## src/rtl/shift_reg_sequencer.sv

```systemverilog
// Shift-register sequencer: loads a latched word into an external shift
// register, then issues WORD_LENGTH shift strobes spaced DIV cycles apart.
// A transfer can be cancelled with abort, which emits one sync-clear strobe.
module shift_reg_sequencer #(
  parameter int WORD_LENGTH = 4,
  parameter int DIV         = 2
) (
  input  logic                               clk,
  input  logic                               rst,
  input  logic                               start,
  input  logic                               abort,
  input  logic                               right_req,
  input  logic [WORD_LENGTH-1:0]             word_in,
  output logic                               sr_load,
  output logic                               sr_shift,
  output logic                               sr_right,
  output logic                               sr_sync_clr,
  output logic [WORD_LENGTH-1:0]             sr_parallel_in,
  output logic                               busy,
  output logic                               done,
  output logic [$clog2(WORD_LENGTH+1)-1:0]   bit_cnt
);

  localparam int BW = $clog2(WORD_LENGTH + 1);
  // Divider counts WAIT cycles 0 .. DIV-2; keep at least one bit.
  localparam int DW = (DIV > 2) ? $clog2(DIV - 1) : 1;
  localparam logic [DW-1:0] DIV_LAST = DW'((DIV >= 2) ? (DIV - 2) : 0);
  localparam logic [BW-1:0] CNT_FULL = BW'(WORD_LENGTH);

  localparam logic [2:0] S_IDLE  = 3'd0;
  localparam logic [2:0] S_LOAD  = 3'd1;
  localparam logic [2:0] S_WAIT  = 3'd2;
  localparam logic [2:0] S_SHIFT = 3'd3;
  localparam logic [2:0] S_DONE  = 3'd4;
  localparam logic [2:0] S_CLEAR = 3'd5;

  logic [2:0]    state;
  logic [2:0]    state_nx;
  logic [DW-1:0] div_cnt;
  logic [BW-1:0] cnt_inc;

  assign cnt_inc = bit_cnt + BW'(1);

  // Next-state selection; abort is honoured in every active state but CLEAR.
  always_comb begin
    state_nx = state;
    case (state)
      S_IDLE:  if (start) state_nx = S_LOAD;
      S_LOAD:  state_nx = abort ? S_CLEAR : ((DIV == 1) ? S_SHIFT : S_WAIT);
      S_WAIT: begin
        if (abort)                    state_nx = S_CLEAR;
        else if (div_cnt == DIV_LAST) state_nx = S_SHIFT;
      end
      S_SHIFT: begin
        if (abort)                    state_nx = S_CLEAR;
        else if (cnt_inc == CNT_FULL) state_nx = S_DONE;
        else                          state_nx = (DIV == 1) ? S_SHIFT : S_WAIT;
      end
      S_DONE:  state_nx = abort ? S_CLEAR : S_IDLE;
      S_CLEAR: state_nx = S_IDLE;
      default: state_nx = S_IDLE;
    endcase
  end

  // State register.
  always_ff @(posedge clk or posedge rst) begin
    if (rst) state <= S_IDLE;
    else     state <= state_nx;
  end

  // Latched transfer parameters, shift count and WAIT divider.
  always_ff @(posedge clk or posedge rst) begin
    if (rst) begin
      sr_parallel_in <= '0;
      sr_right       <= 1'b0;
      bit_cnt        <= '0;
      div_cnt        <= '0;
    end else begin
      case (state)
        S_IDLE: begin
          if (start) begin
            sr_parallel_in <= word_in;
            sr_right       <= right_req;
            bit_cnt        <= '0;
            div_cnt        <= '0;
          end
        end
        S_LOAD: begin
          bit_cnt <= '0;
          div_cnt <= '0;
        end
        S_WAIT:  div_cnt <= div_cnt + DW'(1);
        S_SHIFT: begin
          bit_cnt <= cnt_inc;
          div_cnt <= '0;
        end
        default: ;
      endcase
      // Entering or sitting in CLEAR overrides any count update above.
      if (state_nx == S_CLEAR || state == S_CLEAR) begin
        bit_cnt <= '0;
        div_cnt <= '0;
      end
    end
  end

  // Moore output decode.
  always_comb begin
    sr_load     = (state == S_LOAD);
    sr_shift    = (state == S_SHIFT);
    sr_sync_clr = (state == S_CLEAR);
    done        = (state == S_DONE);
    busy        = (state != S_IDLE);
  end

endmodule

```

## config.mk

```make
export PLATFORM = sky130hd
export DESIGN_NAME = shift_reg_sequencer
export DESIGN_NICKNAME = d
export VERILOG_FILES = /design/src/rtl/shift_reg_sequencer.sv
export SDC_FILE = /design/constraint.sdc
export NUM_CORES = 1
export LEC_CHECK = 0
export ABC_AREA = 1
export BUFFER_PORTS_ARGS = -buffer_cell sky130_fd_sc_hd__buf_2
export CORE_MARGIN = 2
export CORE_UTILIZATION = 43
export DETAILED_ROUTE_END_ITERATION = 16
export PLACE_DENSITY = 0.77
export SYNTH_ARGS = -nofsm -noshare
export SYNTH_HDL_FRONTEND = slang
export SYNTH_SLANG_ARGS = --single-unit
```

## constraint.sdc

```tcl
create_clock -name clk -period 1.3 [get_ports clk]
set_input_delay 0.26 -clock clk [delete_from_list [all_inputs] [get_ports clk]]
set_output_delay 0.26 -clock clk [all_outputs]
set_load 0.01 [all_outputs]
```

==> key figures, run 1 <==
Final layout
  • Fin area: 0.001020 sq mm
  • Layout Nets: 138
  • Post-layout util: 67.69%
  • Ant. Diodes: 0
  • FILL cells: 117
  • Synth-to-layout area growth: 48.18%
  • Share of layout cells above drive strength 1: 57.14%
  • Final Non-Filler Cells: 142

Synth
  • Synth top area share: 43.64%
  • Flops & latches, synth: 12
  • Count leader, synth: nand2_1
  • Cell area after synthesis: 688.2 sq um
  • Synth Flop Type: dfrtp_1
  • EDFF count, synth: 0
  • Mean post-synth cell area: 7.910 sq um
  • Post-Syn Nets: 98
  • Largest cells by area after synthesis: dfrtp_1 (44%), nand2_1 (14%), nand3_1 (8.7%), inv_1 (4.9%), ha_1 (3.6%)
  • Yosys top cell by area: dfrtp_1
  • Synth cell types: 21
  • Async S/R FF share, synth: 100.0%
  • Yosys Warn Count: 0
  • Synth Instances: 87
  • Seq/Total Area, Yosys: 43.64%
  • Top cells by count, synth: nand2_1 (26), dfrtp_1 (12), nand3_1 (12), inv_1 (9), nor2_1 (5)

Status
  • Status: complete, but fails checks
  • Failing checks: setup timing

Route
  • DR pass1 iterations: 4
  • DRC: 0
  • Via/cell ratio: 5.021
  • DRT Wirelength: 1670 um
  • Antenna-violating nets left: 0
  • DR WL/cell: 11.76 um
  • Via Count: 713
  • 1st-iter DRT viols: 8

Worst setup path
  • Worst-path cell chain: ha_2, inv_2, nand2_2, nand3_2, nand2_2, nand2_2, nand2_2, nand2_4, nand2_2, nor2_2
  • Setup CP Type: register to register
  • Slowest cell on crit path: dfrtp_1
  • CP arrival: 1590 ps
  • Max FO, Critical Path: 7
  • Worst Path Required: 1500 ps
  • Worst setup EP type: register
  • CP peak stage delay: 410 ps
  • Startpoint types: register
  • Most frequent cell on the critical path: nand2_2

Power and ir drop
  • Pwr dens: 2220 mW/mm^2
  • VDD IR-drop max: 1147 uV
  • Lkg Pwr: 0.0005722 uW

Place
  • GP Congestion: 0.8451
  • Post-place instance area: 824.5 sq um
  • HPWL after DPL: 1116 um
  • Placed Cells incl. Taps: 126
  • Number of I/O port buffers: 21

Die
  • Core Area: 0.001506 sq mm
  • Die Ht: 44.01 um
  • # IOs: 22
  • Cell Rows: 14
  • Die Width: 44.01 um
  • Die area: 0.001936 sq mm
  • Starting Density: 45.68%

Global routing
  • GRT overflow: 0
  • First-pass GRT wire length: 2704 um
  • Number of global-route vias before repair: 690
  • GR Util All Layers: 19.36%
  • Number of antenna violations at the first check in global routing: 0
  • Largest net degree at the start of global routing: 13

Timing
  • Final setup fails: 10
  • Final worst slack: -86.30 ps
  • Final Hold Vio Count: 0
  • Clk_skew: 3.284 ps
  • Fin crit period: 1386 ps
  • RSZ-0062 raised after global routing: yes
  • Max Clock Freq: 0.7213 GHz
  • Worst slew margin: 71.09%
  • Worst slew pin tran: 433.1 ps
  • Final Max Slew Viols: 0
  • Crit share post-route: 106.6%

Clocking
  • Clk_lat worst skew: 270 ps
  • Clk buf depth: 2
  • CTS Root Cell: clkbuf_4
  • TritonCTS Buffers: 3
  • Sink Count: 12
  • Clock transition at path regs: 70 ps
  • TritonCTS clock tree: done
  • H-tree Lvls: 1

Run
  • Max-cap violations: 0

Worst hold path
  • Worst Hold Class: input pin to register
## placed cells by master (no fill, tap or decap), types with 2 or more instances in the layout
| cell type | count |
|---|---|
| nor2_1 | 3 |
| dfrtp_1 | 10 |
| clkbuf_4 | 3 |
| buf_2 | 20 |
| inv_2 | 4 |
| nand2_1 | 21 |
| nand2_2 | 8 |
| dfrtp_2 | 2 |
| buf_4 | 14 |
| nor2_2 | 5 |
| nand3_1 | 5 |
| nand3_2 | 8 |
| inv_1 | 7 |
## what timing repair did
item / CTS / global route
hold buffers: 1 / 0
setup buffers: 8 / 3
pin swaps: 2 / 9
endpoints found under the setup margin: 9 / 10
gates resized for setup: 13 / 8
gates cloned: 0 / 0
hold endpoints to repair: 12 / 0
## cell families (layout without fill, tap and decap cells)
family                   after synthesis  after routing  share of synthesized area (%)
adder cells (fa/ha/maj)                2              2                          3.636
AO/OA/AOI/OAI                          4              4                          3.817
AND/OR/NAND/NOR                       55             55                          39.46
flip-flops                            12             12                          43.64
buffers and inverters                 13             52                          8.181
XOR/XNOR                               1              1                          1.273
## final timing paths
kind / from / depth (start not counted) / to / slack (ps)
min in group asynchronous: rst / 3 / sr_parallel_in[3] / 520
max in group asynchronous: rst / 3 / state[0] / 460
worst min-delay path: word_in[1] / 3 / sr_parallel_in[1] / 180
worst max-delay path: bit_cnt[0] / 10 / div_cnt / -90
worst max register to register: bit_cnt[0] / 10 / div_cnt / -90
worst min register to register: sr_parallel_in[3] / 2 / sr_parallel_in[3] / 480
## area by class of cell
cell class                      instances  area (sq um)  area share (%)
Multi-Input combinational cell         62         386.6           37.91
Clock buffer                            4         36.28           3.558
Tap cell                               16         20.02           1.963
Inverter                               12         47.55           4.663
Sequential cell                        12         302.8           29.69
Timing Repair Buffer                   36         226.5           22.21
## sequential cells by signal (all words and copies together), names as in the netlist
name	cells
sr_parallel_in	4
bit_cnt	3
state	3
div_cnt	1
sr_right	1
## stage by stage
stage,power (uW),setup slack [ps],hold WS [ps],TNS [ps]
2_1_floorplan,1373,13.54,124.7,0
3_3_place_gp,1645,32.37,288.3,0
3_5_place_dp,1674,-44.08,276.0,-125.7
4_1_cts,2201,-63.38,171.3,-324.8
5_1_grt,2449,-191.1,183.3,-1389
6_report,2264,-86.30,175.8,-633.0
## critical path, delay by kind of cell, from the launching register on
family / cells / cell delay, ps
and+or+nand+nor: 8 / 640
DFF: 1 / 410
adders and majority gates: 1 / 210
buffers and inverters: 1 / 50
## routing by layer
layer / share of wire [%] / global-route usage [%]
met1: 43 / 22.55
met2: 52 / 32.94
met3: 4.2 / 5.000
met4: 1.3 / 9.091
met5: 0 / 0
## power by group
group          internal [uW]  switching (uW)  total [uW]
combinational            564             743        1310
clock                    170             121         291
sequential               526             140         666
Note: power is estimated with default switching activity, not from simulation.
==> inputs of run 2 (changes only) <==
Settings changed: CORE_UTILIZATION 43 to 48, PLACE_DENSITY 0.77 to 0.81.
Clock period 1.3 ns to 1.4 ns, I/O delays scaled along.
==> key figures, run 2 (synthesis results as in run 1) <==
Final layout
  • Commonest cells after routing, fill and taps aside: nand2_1 (26), buf_2 (21), nand3_1 (10), dfrtp_1 (10), inv_1 (9)
  • Reg with most FFs: sr_parallel_in
  • Ant. Diodes: 0 (unchanged)
  • Commonest non-fill, non-tap cell in the layout: nand2_1
  • Share of layout cells above drive strength 1: 43.22% (-14 points)
  • Synth-to-layout area growth: 30.91%
  • Layout Nets: 131 (-5.1%)
  • Regs by FF count: sr_parallel_in x4, bit_cnt x3, state x3
  • Max reg flops: 4 (unchanged)
  • FILL cells: 122 (+4.3%)
  • Fin area: 900.9 sq um (-12%)

Route
  • DRC: 0 (unchanged)
  • DR WL/cell: 10.98 um (-6.7%)
  • Via Count: 652 (-8.6%)
  • Via/cell ratio: 4.902 (-2.4%)
  • DRT Wirelength: 1460 um (-13%)
  • 1st-iter DRT viols: 12 (+4)
  • Antenna-violating nets left: 0 (unchanged)
  • DR pass1 iterations: 4 (unchanged)

Worst setup path
  • Worst-path cell chain: nand2_2, nor2_1, buf_2
  • FF-to-FF Start: bit_cnt[0]
  • R2r setup slk: 40 ps (+130 ps)
  • R2r worst-path depth: 10 (unchanged)
  • Slowest cell on crit path: dfrtp_2
  • CP arrival: 1100 ps (-490 ps)
  • Worst setup EP type: output pin
  • Worst Path Required: 1120 ps (-380 ps)
  • Setup CP Type: register to output pin
  • Worst setup startpoint: state[0]
  • Startpoint types: register
  • CP peak stage delay: 440 ps (+30 ps)
  • CP delay by family, top: flip-flops
  • Crit path buf inv count: 1 (unchanged)
  • RR Endpoint: bit_cnt[1]
  • Max FO, Critical Path: 8 (+1)

Timing
  • Fin crit period: 1379 ps
  • Crit share post-route: 98.51%
  • Worst slew margin: 69.54% (-1.6 points)
  • Final Hold Vio Count: 0 (unchanged)
  • Max Clock Freq: 0.7251 GHz
  • RSZ-0062 raised after global routing: yes
  • Final Max Slew Viols: 0 (unchanged)
  • Clk_skew: 0.6034 ps (-2.681 ps)
  • Worst slew pin tran: 456.5 ps (+23.31 ps)
  • Final setup fails: 0 (-10)
  • Fin Hold WS: 19.49 ps (-156.3 ps)

Die
  • Starting Density: 52.23% (+6.6 points)
  • Cell Rows: 13 (-1)
  • Die Width: 41.87 um (-4.9%)
  • Core Area: 0.001318 sq mm (-13%)
  • # IOs: 22 (unchanged)
  • Die area: 0.001753 sq mm (-9.5%)
  • Die Ht: 41.87 um (-4.9%)

Clocking
  • Clk buf depth: 2 (unchanged)
  • Sink Count: 12 (unchanged)
  • H-tree Lvls: 1 (unchanged)
  • Clock transition at path regs: 70 ps (about the same)
  • CTS hold repair buffers: 0 (-1)
  • TritonCTS Buffers: 3 (unchanged)
  • Clk_lat worst skew: 250 ps (-20 ps)
  • TritonCTS clock tree: done
  • CTS Root Cell: clkbuf_4

Global routing
  • Number of global-route vias before repair: 573 (-17%)
  • GRT overflow: 0 (unchanged)
  • GR Util All Layers: 17.40% (-2.0 points)
  • Number of antenna violations at the first check in global routing: 0 (unchanged)
  • First-pass GRT wire length: 2373 um (-12%)
  • Largest net degree at the start of global routing: 13 (unchanged)

Power and ir drop
  • Pwr dens: 2048 mW/mm^2 (-7.8%)
  • Lkg Pwr: 0.0005281 uW (-7.7%)
  • VDD IR-drop max: 1185 uV (+3.3%)

Place
  • Post-place instance area: 808.3 sq um (-2.0%)
  • Number of I/O port buffers: 21 (unchanged)
  • GP Congestion: 0.8399 (-0.62%)
  • HPWL after DPL: 1041 um (-6.8%)

Status
  • Status: completed

Worst hold path
  • Worst Hold Class: input pin to async pin

Run
  • Max-cap violations: 0 (unchanged)
## run 2: changes by cell type in the layout (fill, tap and decap cells not counted), moves of 2 or more
cell,before,now
buf_4,14,8
inv_1,7,9
nand3_1,5,10
nor2_2,5,3
nand3_2,8,3
nor2_1,3,5
nand2_2,8,3
inv_2,4,2
nand2_1,21,26
## run 2: area by class of cell
class                      count  area (sq um)  share of cell area [%]
multi-input combinational     62         344.1                   38.19
sequential                    12         302.8                   33.61
timing repair buffer          29         165.2                   18.33
inverter                      12         47.55                   5.278
clock buffer                   3         22.52                   2.500
tap                           15         18.77                   2.083
## run 2: routing by layer
metal	global-route usage, %	up-vias	routed length (um)
li1	-	336	-
met1	21.49	296	615
met4	5.806	0	14
met5	0	-	0
met3	3.478	2	57
met2	30.00	18	773
## run 2: worst max path at each step
stage / end / slack [ps] / depth (start not counted)
floorplan: bit_cnt[0] / 110 / 9
global placement: bit_cnt[0] / 120 / 9
CTS: sr_shift / 20 / 3
global route: div_cnt / -40 / 10
detailed placement: bit_cnt[1] / 60 / 9
finish: sr_load / 20 / 3
## run 2: what timing repair did
action | CTS | global route
gates resized for setup | 3 | 3
setup endpoints to repair | 4 | 9
buffers inserted | 2 | 5
pin swaps | 0 | 5
## run 2: worst reg2reg max path, delay by kind of cell, from the launching register on
| kind | cells | cell delay [ps] |
|---|---|---|
| and+or+nand+nor | 8 | 610 |
| DFF | 1 | 410 |
| adders and majority gates | 1 | 200 |
| buffers and inverters | 1 | 40 |
## run 2: through the flow
step | utilization (%) | power (uW) | instances | worst slack (ps) | setup TNS [ps]
2_1_floorplan | - | 1275 | 87 | 113.5 | 0
3_3_place_gp | 61.35 | 1500 | 123 | 120.8 | 0
3_5_place_dp | 61.35 | 1527 | 123 | 62.60 | 0
4_1_cts | 64.58 | 1773 | 128 | 24.30 | 0
5_1_grt | 68.38 | 2015 | 133 | -37.39 | -192.6
6_report | 68.38 | 1845 | 133 | 20.86 | 0
## run 2: where the power goes
part           switching [uW]  leakage [uW]  total, uW  internal [uW]
Sequential                127      0.000153        615            488
Combinational             604      0.000362       1030            429
Clock                    97.6     0.0000138        197           98.9
==> inputs of run 3 (changes only) <==
Settings changed: CORE_UTILIZATION 48 to 50, CTS_BUF_LIST set to sky130_fd_sc_hd__clkbuf_8, PLACE_DENSITY 0.81 to 0.84.
==> key figures, run 3 (synthesis results as in run 1) <==
Final layout
  • Fin area: 920.9 sq um (+2.2%)
  • Max reg flops: 4 (unchanged)
  • Share of layout cells above drive strength 1: 43.48% (+0.26 points)
  • Synth-to-layout area growth: 33.82%
  • Post-layout util: 70.77% (+2.4 points)
  • Commonest cells after routing, fill and taps aside: nand2_1 (26), buf_2 (20), nand3_1 (11)
  • Layout Nets: 127 (-3.1%)
  • Regs by FF count: sr_parallel_in x4, bit_cnt x3, state x3
  • Ant. Diodes: 0 (unchanged)
  • Reg with most FFs: sr_parallel_in
  • Commonest non-fill, non-tap cell in the layout: nand2_1

Route
  • Via/cell ratio: 4.754 (-3.0%)
  • Antenna-violating nets left: 0 (unchanged)
  • 1st-iter DRT viols: 8 (-4)
  • DRT Wirelength: 1406 um (-3.7%)
  • DRC: 0 (unchanged)
  • Via Count: 618 (-5.2%)
  • DR pass1 iterations: 4 (unchanged)
  • DR WL/cell: 10.82 um (-1.5%)

Die
  • Starting Density: 52.88% (+0.65 points)
  • Die area: 0.001689 sq mm (-3.6%)
  • Cell Rows: 13 (unchanged)
  • # IOs: 22 (unchanged)
  • Die Ht: 41.10 um (-1.8%)
  • Die Width: 41.10 um (-1.8%)
  • Core Area: 0.001301 sq mm (-1.2%)

Power and ir drop
  • Clock share of power: 18.1% (+7.4 points)
  • Tot Pwr: 2020 uW (+9.5%)
  • VDD IR-drop max: 1297 uV (+9.4%)
  • Combinational power share: 50.5% (-5.5 points)
  • Lkg Pwr: 0.0005293 uW (+0.21%)
  • Pwr dens: 2193 mW/mm^2 (+7.1%)
  • Seq pwr share: 31.4% (-2.0 points)
  • Net Sw Frac: 42.76% (-2.2 points)
  • Psw: 863.5 uW (+4.2%)
  • Pint: 1156 uW (+14%)

Global routing
  • Number of global-route vias before repair: 509 (-11%)
  • Number of antenna violations at the first check in global routing: 0 (unchanged)
  • Largest net degree at the start of global routing: 13 (unchanged)
  • GRT overflow: 0 (unchanged)
  • First-pass GRT wire length: 2056 um (-13%)
  • GR Util All Layers: 18.86% (+1.5 points)

Status
  • Failing checks: setup timing
  • Status: complete, but fails checks

Worst setup path
  • Worst Path Required: 1120 ps (about the same)
  • Worst setup EP type: output pin
  • Setup CP Type: register to output pin
  • Worst-path cell chain: inv_2, nand2_4, nor2_4, buf_6
  • Max FO, Critical Path: 5 (-3)
  • CP peak stage delay: 430 ps (about the same)
  • Slowest cell on crit path: dfrtp_1
  • CP arrival: 1130 ps (+30 ps)
  • Startpoint types: register

Timing
  • Max Clock Freq: 0.7093 GHz (-2.2%)
  • Final setup fails: 1 (+1)
  • RSZ-0062 raised after global routing: yes
  • Worst slew pin tran: 462.0 ps (+5.499 ps)
  • Worst slew margin: 69.17% (-0.37 points)
  • Crit share post-route: 100.7% (+2.2 points)
  • Fin crit period: 1410 ps (+30.64 ps)
  • Clk_skew: 2.037 ps (+1.433 ps)
  • Final Max Slew Viols: 0 (unchanged)
  • Final Hold Vio Count: 0 (unchanged)
  • Final worst slack: -9.773 ps (-30.64 ps)

Clocking
  • CTS Root Cell: clkbuf_8
  • Clock transition at path regs: 50 ps (-20 ps)
  • TritonCTS clock tree: done
  • CTS hold repair buffers: 0 (unchanged)
  • Clk buf depth: 2 (unchanged)
  • Clk_lat worst skew: 230 ps (-20 ps)
  • H-tree Lvls: 1 (unchanged)
  • TritonCTS Buffers: 3 (unchanged)
  • Sink Count: 12 (unchanged)

Place
  • Post-place instance area: 800.8 sq um (-0.93%)
  • GP Congestion: 0.6880 (-18%)
  • HPWL after DPL: 1048 um (+0.74%)
  • Number of I/O port buffers: 21 (unchanged)

Run
  • Max-cap violations: 0 (unchanged)

Worst hold path
  • Worst Hold Class: input pin to async pin
## run 3: cell count changes in the layout (fill, tap and decap cells not counted), sizes merged
cell	delta
buf	-4
clkbuf	+1
## run 3: repair_timing
action | CTS | global route
endpoints found under the setup margin | 3 | 8
pin swaps | 0 | 4
gates resized for setup | 2 | 9
buffers inserted | 1 | 3
## run 3: path summary, 6_finish.rpt
kind / start / to / slack (ps) / cells after the start
max: state[2] / sr_shift / -10 / 4
min: rst / bit_cnt[2] / 50 / 2
max reg2reg: state[2] / bit_cnt[1] / 10 / 9
min reg2reg: sr_parallel_in[0] / sr_parallel_in[0] / 470 / 2
max in group asynchronous: rst / state[0] / 1010 / 2
min in group clk: word_in[0] / sr_parallel_in[0] / 240 / 3
## run 3: critical path: cells and delay by family (launching register included)
family                 cells  cell delay (ps)
and+or+nand+nor            2              240
buffers and inverters      2              230
DFF                        1              430
## run 3: per-stage QoR
stage | std cells | hold slack [ps] | worst slack (ps) | TNS [ps]
2_1_floorplan | 87 | 144.7 | 113.5 | 0
3_3_place_gp | 122 | 303.4 | 117.8 | 0
3_5_place_dp | 122 | 313.2 | 71.78 | 0
4_1_cts | 127 | 62.09 | 15.10 | 0
5_1_grt | 130 | 91.49 | -59.44 | -280.8
6_report | 130 | 47.63 | -9.773 | -9.773
## run 3: cell type report
type,count,area [sq um]
fill,112,380.4
multi-input combinational,62,351.6
sequential,12,302.8
timing repair buffer,25,145.1
clock buffer,4,55.05
inverter,12,47.55
tap,15,18.77
## run 3: per-layer routing
metal / part of all wire [%] / vias up / wire length (um) / GRT usage [%]
met2: 47 / 19 / 662 / 30.08
met4: 0.85 / 0 / 12 / 7.258
li1: - / 330 / - / -
met5: 0 / - / 0 / 0
met3: 3.8 / 2 / 54 / 3.261
met1: 48 / 267 / 676 / 25.34
## run 3: power by group through the flow
stage          Clock, uW  Sequential [uW]  Combinational [uW]
3_5_place_dp           0              621                 887
5_1_grt              382              658                1150
3_3_place_gp           0              614                 866
6_report             366              635                1020
2_1_floorplan          0              623                 652
4_1_cts              374              622                 909
